==> src/rtl/tl_ul_pkg.sv <==
// Shared TL-UL definitions: opcodes, field widths and packed A/D field groups.
// A/D beats are laid out MSB-first as {header, source, payload}. The source
// width varies per port, so it sits between two fixed-width structs.
package tl_ul_pkg;

    localparam logic [2:0] TL_A_PUT_FULL        = 3'd0;
    localparam logic [2:0] TL_A_PUT_PARTIAL     = 3'd1;
    localparam logic [2:0] TL_A_GET             = 3'd4;
    localparam logic [2:0] TL_D_ACCESS_ACK      = 3'd0;
    localparam logic [2:0] TL_D_ACCESS_ACK_DATA = 3'd1;

    localparam int TL_ADDR_W = 32;
    localparam int TL_DATA_W = 32;
    localparam int TL_MASK_W = TL_DATA_W / 8;

    typedef struct packed {
        logic [2:0] opcode;
        logic [2:0] param;
        logic [2:0] size;
    } tl_a_hdr_t;

    typedef struct packed {
        logic [TL_ADDR_W-1:0] address;
        logic [TL_MASK_W-1:0] mask;
        logic [TL_DATA_W-1:0] data;
        logic                 corrupt;
    } tl_a_pay_t;

    typedef struct packed {
        logic [2:0] opcode;
        logic [1:0] param;
        logic [2:0] size;
    } tl_d_hdr_t;

    typedef struct packed {
        logic                 denied;
        logic [TL_DATA_W-1:0] data;
        logic                 corrupt;
    } tl_d_pay_t;

    localparam int TL_A_HDR_W = $bits(tl_a_hdr_t);
    localparam int TL_A_PAY_W = $bits(tl_a_pay_t);
    localparam int TL_D_HDR_W = $bits(tl_d_hdr_t);
    localparam int TL_D_PAY_W = $bits(tl_d_pay_t);

    // Total A beat width for a given source width.
    function automatic int tl_a_bits_w(input int src_w);
        return TL_A_HDR_W + src_w + TL_A_PAY_W;
    endfunction

    // Total D beat width for a given source width.
    function automatic int tl_d_bits_w(input int src_w);
        return TL_D_HDR_W + src_w + TL_D_PAY_W;
    endfunction

endpackage

==> src/rtl/tl_arb_credit_ctr.sv <==
// Outstanding-request counter for one master, range 0..MAX_OUT.
// An increment and a decrement in the same cycle cancel out. A decrement at zero
// leaves the count at zero and raises underflow for that cycle.
module tl_arb_credit_ctr
#(
    parameter int MAX_OUT = 4
) (
    input  logic clock,
    input  logic reset_n,
    input  logic inc,
    input  logic dec,
    output logic full,
    output logic underflow
);

    localparam int CNT_W = $clog2(MAX_OUT + 1);

    logic [CNT_W-1:0] cnt_q;

    // Count granted requests up and completed responses down, saturating at both ends.
    always_ff @(posedge clock or negedge reset_n) begin
        if (!reset_n) begin
            cnt_q <= '0;
        end else if (inc && !dec && !full) begin
            cnt_q <= cnt_q + CNT_W'(1);
        end else if (dec && !inc && (cnt_q != '0)) begin
            cnt_q <= cnt_q - CNT_W'(1);
        end
    end

    assign full      = (cnt_q == CNT_W'(MAX_OUT));
    assign underflow = dec && !inc && (cnt_q == '0);

endmodule

==> src/rtl/tl_ul_arb2.sv <==
// 2:1 TL-UL A-channel arbiter with D-channel response routing.
// The outbound source is {master index, master source}. Responses are routed back
// by the source MSB, which is then stripped. Each master has at most MAX_OUT
// requests in flight. A stalled grant is held until it is accepted.
// Build option: define TL_ARB2_RR_EN for round-robin between eligible masters.
// Otherwise m0 has fixed priority.
module tl_ul_arb2
    import tl_ul_pkg::*;
#(
    parameter int SRC_W   = 2,
    parameter int MAX_OUT = 4
) (
    input  logic                              clock,
    input  logic                              reset_n,

    input  logic                              m0_a_valid,
    output logic                              m0_a_ready,
    input  logic [tl_a_bits_w(SRC_W)-1:0]     m0_a_bits,
    output logic                              m0_d_valid,
    input  logic                              m0_d_ready,
    output logic [tl_d_bits_w(SRC_W)-1:0]     m0_d_bits,

    input  logic                              m1_a_valid,
    output logic                              m1_a_ready,
    input  logic [tl_a_bits_w(SRC_W)-1:0]     m1_a_bits,
    output logic                              m1_d_valid,
    input  logic                              m1_d_ready,
    output logic [tl_d_bits_w(SRC_W)-1:0]     m1_d_bits,

    output logic                              s_a_valid,
    input  logic                              s_a_ready,
    output logic [tl_a_bits_w(SRC_W+1)-1:0]   s_a_bits,
    input  logic                              s_d_valid,
    output logic                              s_d_ready,
    input  logic [tl_d_bits_w(SRC_W+1)-1:0]   s_d_bits
);

    localparam int MA_W = tl_a_bits_w(SRC_W);

    logic             full0, full1;
    logic             uf0, uf1;
    logic             elig0, elig1;
    logic             lock_q, lock_idx_q;
    logic             win;
    logic             a_fire, d_fire;
    logic             d_idx;
    logic [MA_W-1:0]  win_bits;
    tl_a_hdr_t        a_hdr;
    logic [SRC_W-1:0] a_src;
    tl_a_pay_t        a_pay;
    tl_d_hdr_t        d_hdr;
    logic [SRC_W-1:0] d_src;
    tl_d_pay_t        d_pay;

    // A master at its credit limit cannot compete.
    assign elig0 = m0_a_valid && !full0;
    assign elig1 = m1_a_valid && !full1;

`ifdef TL_ARB2_RR_EN
    logic rr_q;

    // Round-robin pointer: after each accepted request, prefer the other master.
    always_ff @(posedge clock or negedge reset_n) begin
        if (!reset_n) begin
            rr_q <= 1'b0;
        end else if (a_fire) begin
            rr_q <= ~win;
        end
    end
`endif

    // Winner selection: a held grant overrides fresh arbitration. s_a_ready is not used here.
    always_comb begin
        win       = 1'b0;
        s_a_valid = 1'b0;
        if (lock_q) begin
            win       = lock_idx_q;
            s_a_valid = lock_idx_q ? m1_a_valid : m0_a_valid;
        end else begin
            s_a_valid = elig0 || elig1;
`ifdef TL_ARB2_RR_EN
            if (elig0 && elig1) begin
                win = rr_q;
            end else begin
                win = !elig0;
            end
`else
            win = !elig0;
`endif
        end
    end

    // Hold the grant while the slave stalls so the offered beat stays stable.
    always_ff @(posedge clock or negedge reset_n) begin
        if (!reset_n) begin
            lock_q     <= 1'b0;
            lock_idx_q <= 1'b0;
        end else if (a_fire) begin
            lock_q     <= 1'b0;
        end else if (s_a_valid) begin
            lock_q     <= 1'b1;
            lock_idx_q <= win;
        end
    end

    assign win_bits                = win ? m1_a_bits : m0_a_bits;
    assign {a_hdr, a_src, a_pay}   = win_bits;
    assign s_a_bits                = {a_hdr, win, a_src, a_pay};
    assign a_fire                  = s_a_valid && s_a_ready;
    assign m0_a_ready              = s_a_ready && s_a_valid && !win;
    assign m1_a_ready              = s_a_ready && s_a_valid &&  win;

    // The response path has no storage: the source MSB steers valid and ready.
    assign {d_hdr, d_idx, d_src, d_pay} = s_d_bits;
    assign m0_d_bits  = {d_hdr, d_src, d_pay};
    assign m1_d_bits  = {d_hdr, d_src, d_pay};
    assign m0_d_valid = reset_n && s_d_valid && !d_idx;
    assign m1_d_valid = reset_n && s_d_valid &&  d_idx;
    assign s_d_ready  = reset_n && (d_idx ? m1_d_ready : m0_d_ready);
    assign d_fire     = s_d_valid && s_d_ready;

    tl_arb_credit_ctr #(
        .MAX_OUT   (MAX_OUT)
    ) u_ctr0 (
        .clock     (clock),
        .reset_n   (reset_n),
        .inc       (a_fire && !win),
        .dec       (d_fire && !d_idx),
        .full      (full0),
        .underflow (uf0)
    );

    tl_arb_credit_ctr #(
        .MAX_OUT   (MAX_OUT)
    ) u_ctr1 (
        .clock     (clock),
        .reset_n   (reset_n),
        .inc       (a_fire &&  win),
        .dec       (d_fire &&  d_idx),
        .full      (full1),
        .underflow (uf1)
    );

`ifndef SYNTHESIS
    // A response for a master with nothing outstanding means the slave is broken.
    a_no_underflow: assert property (@(posedge clock) disable iff (!reset_n) !(uf0 || uf1));
`endif

endmodule

==> config.mk <==
export PLATFORM = sky130hd
export DESIGN_NAME = tl_ul_arb2
export DESIGN_NICKNAME = d
export VERILOG_FILES = /design/src/rtl/tl_ul_pkg.sv /design/src/rtl/tl_arb_credit_ctr.sv /design/src/rtl/tl_ul_arb2.sv
export SDC_FILE = /design/constraint.sdc
export NUM_CORES = 1
export LEC_CHECK = 0
export ABC_AREA = 1
export CAP_MARGIN = 20
export CORE_AREA = 2 2 153 155
export CTS_CLUSTER_DIAMETER = 40
export DETAILED_ROUTE_END_ITERATION = 7
export DIE_AREA = 0 0 155 157
export DONT_BUFFER_PORTS = 1
export HOLD_SLACK_MARGIN = 0.05
export SYNTH_ARGS = -nofsm -noshare
export SYNTH_HDL_FRONTEND = slang
export SYNTH_SLANG_ARGS = --single-unit
export TNS_END_PERCENT = 10
==> constraint.sdc <==
create_clock -name clock -period 2.9 [get_ports clock]
set_input_delay 0.58 -clock clock [delete_from_list [all_inputs] [get_ports clock]]
set_output_delay 0.58 -clock clock [all_outputs]
set_load 0.03 [all_outputs]
# Word level (Yosys, flattened, before mapping)
# Cells that the tools add are included.
# word_totals
out_inout_bits	175
ram_bits	0
rom_bits	0
in_bits	213
latch_bits	0
mem_count	0
elab_cells	58
regBits	8
# classes
eq_ne	2
n_reduce_logical	36
shift	0
magnitude_cmp	0
mux	11
n_bitwise	1
mul	0
n_div	0
n_addsub	4
# ops
cell	count
$mux 80	1
$logic_and 1x1->1	20
$mux 3	4
$logic_not 1->1	9
$add 3x1->3 const B	2
$eq 3x3->1 const B	2
$mux 1	6
$reduce_bool 2->1	3
$reduce_bool 3->1	2
$sub 3x1->3 const B	2
$reduce_and 2->1	1
$logic_or 1x1->1	1
$not 1->1	1

# Depth between registers and ports, before layout
# depth
ltp_word	12
depth_mapped	15
depth_no_buf	15

# By module
# A second synthesis with hierarchy kept.
# hier_totals
hier_cells	447
area_unflattened_um2	2421.1
# modules_own_cells
mod	area_per_inst_um2	cells_per_inst	n_inst	seq_area_each_um2
tl_ul_arb2	1963.1	385	1	50.0
tl_arb_credit_ctr	229.0	31	2	75.1

# Worst setup path before layout
# OpenSTA, ideal clock, no wires.
# synth_path
path_kind	in2reg
start	input m0_a_valid
end	register u_ctr0.cnt_q[2]
required_time_ps	2783
setup_slack_ps	698
setup_ps	117
stages	10
n_path_buf	0
arrival_time_ps	2085
path_cell_list	inv_1 -> o21ai_2 -> nand3_2 -> nor2_2 -> nand3_1 -> fa_1 -> nand3_1 -> nand2_1 -> nand3b_1 -> nand2_1
# synth_between
elab_chain_cells	9
elab_cells_between_ends	16
classes_between	mux: 4; reduce/logical: 12
# synth_lines
element	line	text
from (decl)	tl_ul_arb2.sv:16	input logic m0_a_valid,
$logic_and 1x1->1	tl_ul_arb2.sv:56	assign elig0 = m0_a_valid && !full0;
$logic_or 1x1->1 / $logic_not 1->1 (equally long branches)	tl_ul_arb2.sv:80, tl_ul_arb2.sv:88	
$mux 1	tl_ul_arb2.sv:76	if (lock_q) begin
$logic_and 1x1->1 / $logic_not 1->1 (equally long branches)	n/a	
$logic_and 1x1->1 (*)	n/a	
named net m0_a_ready	tl_ul_arb2.sv:17	output logic m0_a_ready,
$logic_not 1->1	tl_arb_credit_ctr.sv:26	end else if (dec && !inc && (cnt_q != '0)) begin
$logic_and 1x1->1 (2 in a row)	tl_arb_credit_ctr.sv:26	
$reduce_bool 2->1 (no source line)	n/a	
to (signal assigned)	tl_arb_credit_ctr.sv:25	cnt_q <= cnt_q + CNT_W'(1);
to (signal assigned)	tl_arb_credit_ctr.sv:27	cnt_q <= cnt_q - CNT_W'(1);
to (decl)	tl_arb_credit_ctr.sv:18	logic [CNT_W-1:0] cnt_q;
# Mark *: on every way through the listed nets, which the timed path passes. The rest lies on a longest branch.
# A chain may end at the register's enable or synchronous reset.

# Final worst setup path
# layout_path
start	register u_ctr0.cnt_q[0]
end	output s_a_bits[21]
# layout_between
elab_chain_cells	6
# layout_lines
element	line	text
$eq 3x3->1	tl_arb_credit_ctr.sv:31	assign full = (cnt_q == CNT_W'(MAX_OUT));
$logic_not 1->1	tl_ul_arb2.sv:56	
$logic_and 1x1->1	tl_ul_arb2.sv:56	
$logic_not 1->1	tl_ul_arb2.sv:88	win = !elig0;
$mux 1	tl_ul_arb2.sv:76	
named net s_a_bits[71]	tl_ul_arb2.sv:32	output logic [tl_a_bits_w(SRC_W+1)-1:0] s_a_bits,
$mux 80	tl_ul_arb2.sv:106	assign win_bits = win ? m1_a_bits : m0_a_bits;
to (decl)	tl_ul_arb2.sv:32	
# The timed path passes the listed nets, and every way through them passes these cells.

==> metrics.md <==
| Metric | Value |
|---|---|
| Status | `finished clean` |
| Crit Path Max Fanout | `44` |
| Initial core utilization | `10.0%` |
| Worst clock skew | `0.000138 ns` |
| IO buf count | `0` |
| Unrepaired setup endpoints after global routing | `no` |
| Endpoints failing setup | `0` |
| Final Net Count | `630` |
| Via count | `2457` |
| Largest family of logic cells by synthesized area | `simple AND/OR/NAND/NOR gates` |
| Cts bufs inserted | `3` |
| Hold crit path type | `reg2reg` |
| Longest Clk Path Bufs | `2` |
| Crit path cell chain | `nor2_1 -> nand2_2 -> nand2_2 -> nand2_1 -> nand2_4 -> buf_4 -> nand2_1 -> nand2_1 -> buf_4` |
| Starting DRT DRC Count | `125` |
| Antenna fix cells | `0` |
| Critical path depth | `9` |
| Post-route setup TNS | `0 ns` |
| Post-synthesis mux area share | `0%` |
| Post-DP HPWL | `7300 um` |
| Final ANT Viol Nets | `0` |
| Clock-pin slew on the worst setup and hold paths | `0.03 ns` |
| Post-CTS setup buffers | `0` |
| Post-cts resize count | `0` |
| Crit path time final | `2.64 ns` |
| Type of destination of the critical path | `output pin` |
| Layout area overhead | `15.5%` |
| Slew HR | `64.9%` |
| Synth Register Bits | `8` |
| Final Max Slew Viols | `0` |
| Syn Area/Cell | `5.27 um^2` |
| Simple-gate share of the synthesized area | `51.3%` |
| DRC | `0` |
| Mapped Area | `0.00226 mm^2` |
| Drt pass-1 iters | `4` |
| CP Data Arrival Time | `2.06 ns` |
| LEAKAGE | `1.51 nW` |
| Chip Width | `155 um` |
| Final Wtd Congestion | `0.758` |
| Final wirelength | `8640 um` |
| Area occupied by multi-input gates | `0.00125 mm^2` |
| WS Path Type | `reg2out` |
| Largest net degree at the start of global routing | `84` |
| Worst-case vdd ir drop | `0.545 mV` |
| Seq/Total Area, Yosys | `8.87%` |
| Synth Instances | `428` |
| Final Hold Violating Endpoints | `0` |
| Worst-margin pin slew | `0.526 ns` |
| Clock latency on the worst-skew pair | `0.23 ns` |
| YS warnings | `0` |
| Clock tree from TritonCTS | `yes` |
| Most used cell, CP | `nand2_1` |
| Root buffer cell | `clkbuf_16` |
| Compound-cell area share of the yosys netlist | `1.28%` |
| Post-CTS Hold Buffers | `1` |
| PD cells | `1600 mW/mm^2` |
| H-tree depth reported by CTS | `1` |
| Post-layout util | `11.6%` |
| CTS sink cnt | `8` |
| Initial antenna violation count | `0` |
| Critical path's top delay family | `simple AND/OR/NAND/NOR gates` |
| Type of origin of the critical path | `register` |
| I/O pin cnt | `388` |
| Drt wl/cell | `12.4 um` |
| Worst hold path depth | `1` |
| Final period util | `91.0%` |
| Row cnt | `55` |
| Fill cell count | `2589` |
| Reg2Reg Depth | `16` |
| MaxCap Viol Count | `0` |
| Gr ovfl total | `0` |
| Via density per instance | `3.52` |
| Vias in the first global route | `2057` |
| Synth Area in XOR/XNOR | `0.776%` |
| Die Area | `0.0243 mm^2` |
| Ratio of cells with drive above 1 in the final layout | `25.2%` |
| FF+latch area | `200 um^2` |
| Synth cell types | `20` |
| Die Ht | `157 um` |
| Slowest cell delay on critical path | `0.43 ns` |
| Syn Nets | `643` |
| Core Area | `0.0225 mm^2` |
| All-layer global routing usage | `5.93%` |
| Critical path data required time | `2.32 ns` |
| Adder-cell share of the synthesized area | `1.77%` |
| CP bufs+invs | `2` |
| Power after layout | `4.17 mW` |
| Crit-path slowest cell | `buf_4` |
| Global-route wire length before repair | `10900 um` |
| Max frequency | `379 MHz` |
==> worst reg2reg max path: cells and delay by family, from the launching register on <==
| family | cells | cell delay [ns] |
|---|---|---|
| AND/OR/NAND/NOR | 11 | 1.01 |
| flip-flops | 1 | 0.42 |
| adder cells (fa/ha/maj) | 1 | 0.39 |
| buffers and inverters | 4 | 0.35 |
==> area by class of cell <==
class,count,share of cell area (%)
Tap cell,285,13.7
Inverter,11,1.59
Sequential cell,8,7.68
Multi-Input combinational cell,302,47.9
Clock buffer,3,2.88
Timing Repair Buffer,89,26.2
==> flip-flops by register name, summed over array words and instances, names as in the netlist <==
name and cells:
u_ctr0.cnt_q 3, u_ctr1.cnt_q 3, lock_idx_q 1, lock_q 1
==> worst paths after layout <==
path | from | to | slack [ns]
worst max-delay path | u_ctr0.cnt_q[0] | s_a_bits[21] | 0.26
worst min-delay path | u_ctr1.cnt_q[0] | u_ctr1.cnt_q[0] | 0.54
worst max register to register | u_ctr0.cnt_q[0] | u_ctr1.cnt_q[2] | 0.61
worst min register to register | u_ctr1.cnt_q[0] | u_ctr1.cnt_q[0] | 0.54
max in group asynchronous | reset_n | u_ctr1.cnt_q[0] | 1.94
min in group asynchronous | reset_n | u_ctr1.cnt_q[2] | 0.70
==> per-stage QoR <==
stage | cells | area [um^2] | hold WS [ns] | setup WS, ns
6_report | 698 | 2610 | 0.536 | 0.262
5_1_grt | 698 | 2610 | 0.578 | 0.104
4_1_cts | 698 | 2610 | 0.541 | 0.244
3_5_place_dp | 694 | 2520 | 0.285 | 0.493
3_3_place_gp | 694 | 2520 | 0.285 | 0.546
2_1_floorplan | 428 | 2260 | 0.284 | 0.698
==> kinds of logic (layout without fill, tap and decap cells) <==
kind of cell               Yosys count  after routing
xor gates and xnor gates             2              2
DFF                                  8              8
and+or+nand+nor                    293            293
AOI/OAI and AO/OA                    5              5
buffers and inverters              118            103
adders and majority gates            2              2
==> where the power goes <==
| part | total (mW) | internal, mW | switching [mW] |
|---|---|---|---|
| clock | 0.227 | 0.177 | 0.0493 |
| combinational | 3.71 | 1.18 | 2.53 |
| sequential | 0.232 | 0.172 | 0.0607 |
==> synth_stat cells <==
| library cell | number | area, um^2 |
|---|---|---|
| inv_1 | 10 | 37.5 |
| xor2_1 | 2 | 17.5 |
| fa_1 | 2 | 40.0 |
| inv_2 | 1 | 3.75 |
| nand4_1 | 1 | 6.26 |
| nand3_1 | 7 | 35.0 |
| nand2_1 | 265 | 995 |
| buf_6 | 2 | 22.5 |
| nor2_2 | 2 | 12.5 |
| o21ai_2 | 1 | 8.76 |
| nand3_2 | 3 | 30.0 |
| nor2_1 | 5 | 18.8 |
| a21oi_1 | 2 | 10.0 |
| buf_4 | 89 | 668 |
| nand2_2 | 6 | 37.5 |
| o21ai_0 | 2 | 10.0 |
| buf_2 | 16 | 80.1 |
| nand3b_1 | 1 | 7.51 |
| nor3_1 | 3 | 15.0 |
| dfrtp_1 | 8 | 200 |
==> per-layer routing <==
metal	share of wire, %	GRT usage [%]
met1	33	5.77
met2	48	10.8
met3	15	2.86
met4	3.6	2.43
met5	0	0
==> layout by cell type, fill, tap and decap left out, types with 3 or more instances in the layout <==
cell and instances:
buf_4 87, clkbuf_16 3, dfrtp_1 8, inv_1 10
nand2_1 265, nand2_2 5, nand3_1 7, nand3_2 3
nor2_1 5, nor3_1 3
No activity file was read; power rests on OpenSTA's default activity.
==> edit 1, RTL diff (same settings) <==
The package constant `TL_ADDR_W` goes from 32 to 64.
--- a/src/rtl/tl_ul_pkg.sv
+++ b/src/rtl/tl_ul_pkg.sv
@@ -11,3 +11,3 @@
 
-    localparam int TL_ADDR_W = 32;
+    localparam int TL_ADDR_W = 64;
     localparam int TL_DATA_W = 32;
Interface: changed (resized m0_a_bits, m1_a_bits and s_a_bits); port bits go from 388 to 484. No check against the original RTL was run, so the function may have changed too.
==> edit 1 against the unedited design <==
  * Count of clock-buffer cells in the layout did not move
  * Power rose by 45%
  * Die area did not move
  * Final area rose by 36%
  * Routed wire length rose by 68%
  * Worst setup slack got worse by 0.025 ns
  * Area after synthesis rose by 21%
  * Sequential cell count did not move
==> edit 1: results (changes against the unedited design) <==
vias in the first global route 2757 (was 2057); post-DR wirelength/cell 17.54 um (was 12.38 um); initial drt markers 136 (was 125); Lkg Pwr 2.064 nW (was 1.507 nW); Area contributors post-synth nand2_1, buf_4, dfrtp_1, buf_2, fa_1 (unchanged); slowest stage delay, CP 0.41 ns (was 0.43 ns); Setup WS pre-CTS 0.4237 ns (was 0.4933 ns); share of flip-flops with an asynchronous set or reset 1.000 (unchanged); hpwl dp 13030 um (was 7302 um); post-synthesis net count 809 (was 643); met2 WL post-DR 7659 um (was 4157 um); global-route wire length before repair 17350 um (was 10900 um); Placer Congestion 0.8462 (was 0.7575); gr usage total 0.09961 (was 0.05930); Worst path slowest cell dfrtp_1 (was buf_4); largest net degree at the start of global routing 61 (was 84); Num CTS Buffers 3 (unchanged); nets 822 (was 630); port bufs 0 (unchanged); # DRC 0 (unchanged); CTS root buf clkbuf_16 (unchanged); setup bufs post-CTS 0 (unchanged); crit-path max FO 38 (was 44); share of cells above drive strength 1 0.2625 (was 0.2518); critical path arrival 2.08 ns (was 2.06 ns); routed length on met1 4513 um (was 2876 um); post-synth cell types 27 (was 20); wire length on met3 2093 um (was 1299 um); sequential-to-total area share from yosys stat 0.07350 (was 0.08874); Filler cells 2577 (was 2589); Largest regs u_ctr0.cnt_q: 3 flops, u_ctr1.cnt_q: 3 flops (unchanged); status finished clean (unchanged); Clock Tree Buf Depth 2 (unchanged); clock-pin slew on the worst setup and hold paths 0.04 ns; YS warnings 0 (unchanged); Worst-Skew Late Latency 0.23 ns (about the same); antenna violations before repair 2 (was 0); commonest register cell after synthesis dfrtp_1 (unchanged); first-pass iteration count of the detailed router 5 (was 4); DR vias 3213 (was 2457); VDD IR max 513.4 uV (was 544.8 uV); DR top layer met4 (unchanged); Worst Tran Pin Value 0.4137 ns (was 0.5263 ns); Final Skew 0.001299 ns (was 0.0001384 ns); Worst Hold Class flip-flop to flip-flop (unchanged); H-tree levels 1 (unchanged); most frequent cells after synthesis nand2_1, buf_4, buf_2 (unchanged)
==> edit 1: changes by cell type in the layout (fill, tap and decap cells not counted), sizes merged <==
| cell | delta |
|---|---|
| nand2 | +96 |
| buf | +32 |
| diode | +3 |
==> edit 1: cell families after synthesis <==
logic type / after synthesis / synth area share
AO/OA/AOI/OAI: 5 / 0.01057
XOR/XNOR: 2 / 0.006432
adder cells (fa/ha/maj): 2 / 0.01470
buffers and inverters: 124 / 0.3137
flip-flops: 8 / 0.07349
AND/OR/NAND/NOR: 389 / 0.5811
==> edit 1: worst paths after layout <==
kind,start,endpoint,slack [ns],cells after the start
max,u_ctr0.cnt_q[0],s_a_bits[54],0.24,9
min,u_ctr0.cnt_q[2],u_ctr0.cnt_q[2],0.52,2
max reg2reg,u_ctr0.cnt_q[0],u_ctr1.cnt_q[2],0.50,16
min reg2reg,u_ctr0.cnt_q[2],u_ctr0.cnt_q[2],0.52,2
max in group asynchronous,reset_n,u_ctr0.cnt_q[2],1.90,1
min in group asynchronous,reset_n,u_ctr1.cnt_q[2],0.72,1
==> edit 1: area by class of cell <==
type                       instances  share of cell area
timing repair buffer             121              0.3352
tap                              285              0.1008
inverter                          11             0.01238
multi-input combinational        398              0.4717
antenna                            3            0.002122
sequential                         8             0.05658
clock buffer                       3             0.02122
==> edit 1: power breakdown <==
group          internal, mW  switching (mW)
registers             0.172          0.0552
logic                  1.97            3.60
clock network         0.178          0.0517
total                  2.32            3.71
==> edit 1: timing repair <==
| action | 4_1_cts | 5_1_grt |
|---|---|---|
| gates resized for setup | 0 | 0 |
| endpoints found under the hold margin | 8 | 0 |
| setup endpoints to repair | 0 | 0 |
| hold buffers | 1 | 0 |
==> edit 1: per-stage QoR <==
stage / power (mW) / hold slack [ns] / area, um^2 / instances
after floorplan: 3.955 / 0.2844 / 2724 / 530
after global placement: 5.761 / 0.2847 / 3446 / 822
after detailed placement: 5.828 / 0.2848 / 3446 / 822
after CTS: 6.079 / 0.5278 / 3531 / 826
after global routing: 6.401 / 0.5515 / 3533 / 827
final: 6.031 / 0.5243 / 3538 / 829
==> edit 1: worst max-delay path: cells and delay by family, from the launching register on <==
| kind | cells | cell delay [ns] |
|---|---|---|
| buf+inv | 2 | 0.54 |
| simple gates | 7 | 0.87 |
| flops | 1 | 0.41 |
==> edit 1: layer usage <==
metal | track usage | vias to the layer above
met2 | 0.1970 | 316
met1 | 0.08991 | 1358
met4 | 0.02513 | 0
met5 | 0 | -
met3 | 0.04873 | 18
li1 | - | 1521
==> edit 2, RTL diff (config.mk and constraints unchanged) <==
Without the edit above. Build with the macro `TL_ARB2_RR_EN` defined.
--- a/src/rtl/tl_ul_arb2.sv
+++ b/src/rtl/tl_ul_arb2.sv
@@ -6,2 +6,4 @@
 // Otherwise m0 has fixed priority.
+`define TL_ARB2_RR_EN
+
 module tl_ul_arb2
Behaviour: not the same (a bounded check fails within 4 cycles, from zero or initial values and one cycle with reset_n low).
==> edit 2 against the unedited design <==
  * Area after synthesis is 5.9% higher
  * Critical path depth is 1 higher
  * Final area is 12% higher
  * Sequential cell count is 1 higher
  * Sequential power is 13% higher
  * Worst setup slack better by 0.0023 ns
  * Clock power is 8.8% higher
  * Routed wire length is 2.3% higher
  * Power is 22% higher
==> edit 2: results (changes against the unedited design) <==
status finished clean (unchanged); post-synth cell types 21 (was 20); ClkCell Share 0.02703 (was 0.02882); worst relative slew slack 0.5508 (was 0.6491); Clk pwr share 0.049 (was 0.054); Placer Congestion 0.7668 (was 0.7575); post-DR wirelength/cell 13.20 um (was 12.38 um); Hold Path Stages 2 (was 1); routed length on met1 3121 um (was 2876 um); global-route wire length before repair 11080 um (was 10900 um); Area contributors post-synth nand2_1, buf_4, dfrtp_1, buf_6, inv_1 (was nand2_1, buf_4, dfrtp_1, buf_2, fa_1); Internal Power 2.093 mW (was 1.528 mW); vias in the first global route 2023 (was 2057); placed inst area 2828 um^2 (was 2520 um^2); sequential cells 9 (was 8); vias per inst 3.437 (was 3.520); cell count after placement 665 (was 694); worst setup path end s_a_bits[28] (was s_a_bits[21]); Routed WL 8844 um (was 8641 um); post-synthesis net count 653 (was 643); NonClk Buf Share 0.3157 (was 0.2622); r2r setup slk 0.68 ns (was 0.61 ns); bufs w/o clock 49 (was 89); most frequent cells after synthesis nand2_1, buf_4, inv_1 (was nand2_1, buf_4, buf_2); met3 GRT Util 0.01680 (was 0.02863); P_seq 0.262 mW (was 0.232 mW); HP Start rr_q (was u_ctr1.cnt_q[0])
-- edit 2: cell count changes in the layout (fill, tap and decap cells not counted), sizes merged --
cell    unedited run  this run
a21oi              2         1
buf               88        48
clkbuf             3         4
dfrtp              8         9
inv               11        15
nand2            271       278
nand3             10        11
nand4              1         0
nor2               7         8
xor2               2         1
-- edit 2: logic make-up after synthesis --
family | after synthesis | share of synthesized area
and+or+nand+nor | 301 | 0.5016
buffers and inverters | 121 | 0.3738
DFF | 9 | 0.09424
AOI/OAI and AO/OA | 4 | 0.009946
adders and majority gates | 2 | 0.01675
xor gates and xnor gates | 1 | 0.003666
-- edit 2: timing repair --
item                                   in CTS  in global routing
hold buffers                                1                  0
endpoints found under the hold margin       9                  0
resized for setup                           0                  0
-- edit 2: worst max-delay path: stages (launching register included) --
cell	delay [ns]
dfrtp_1	0.42
nor2_2	0.15
nand2_2	0.07
nand2_2	0.08
nor2_2	0.04
nand2_2	0.07
nand2_4	0.10
inv_8	0.37
nand2_1	0.15
nand2_1	0.16
buf_12	0.13
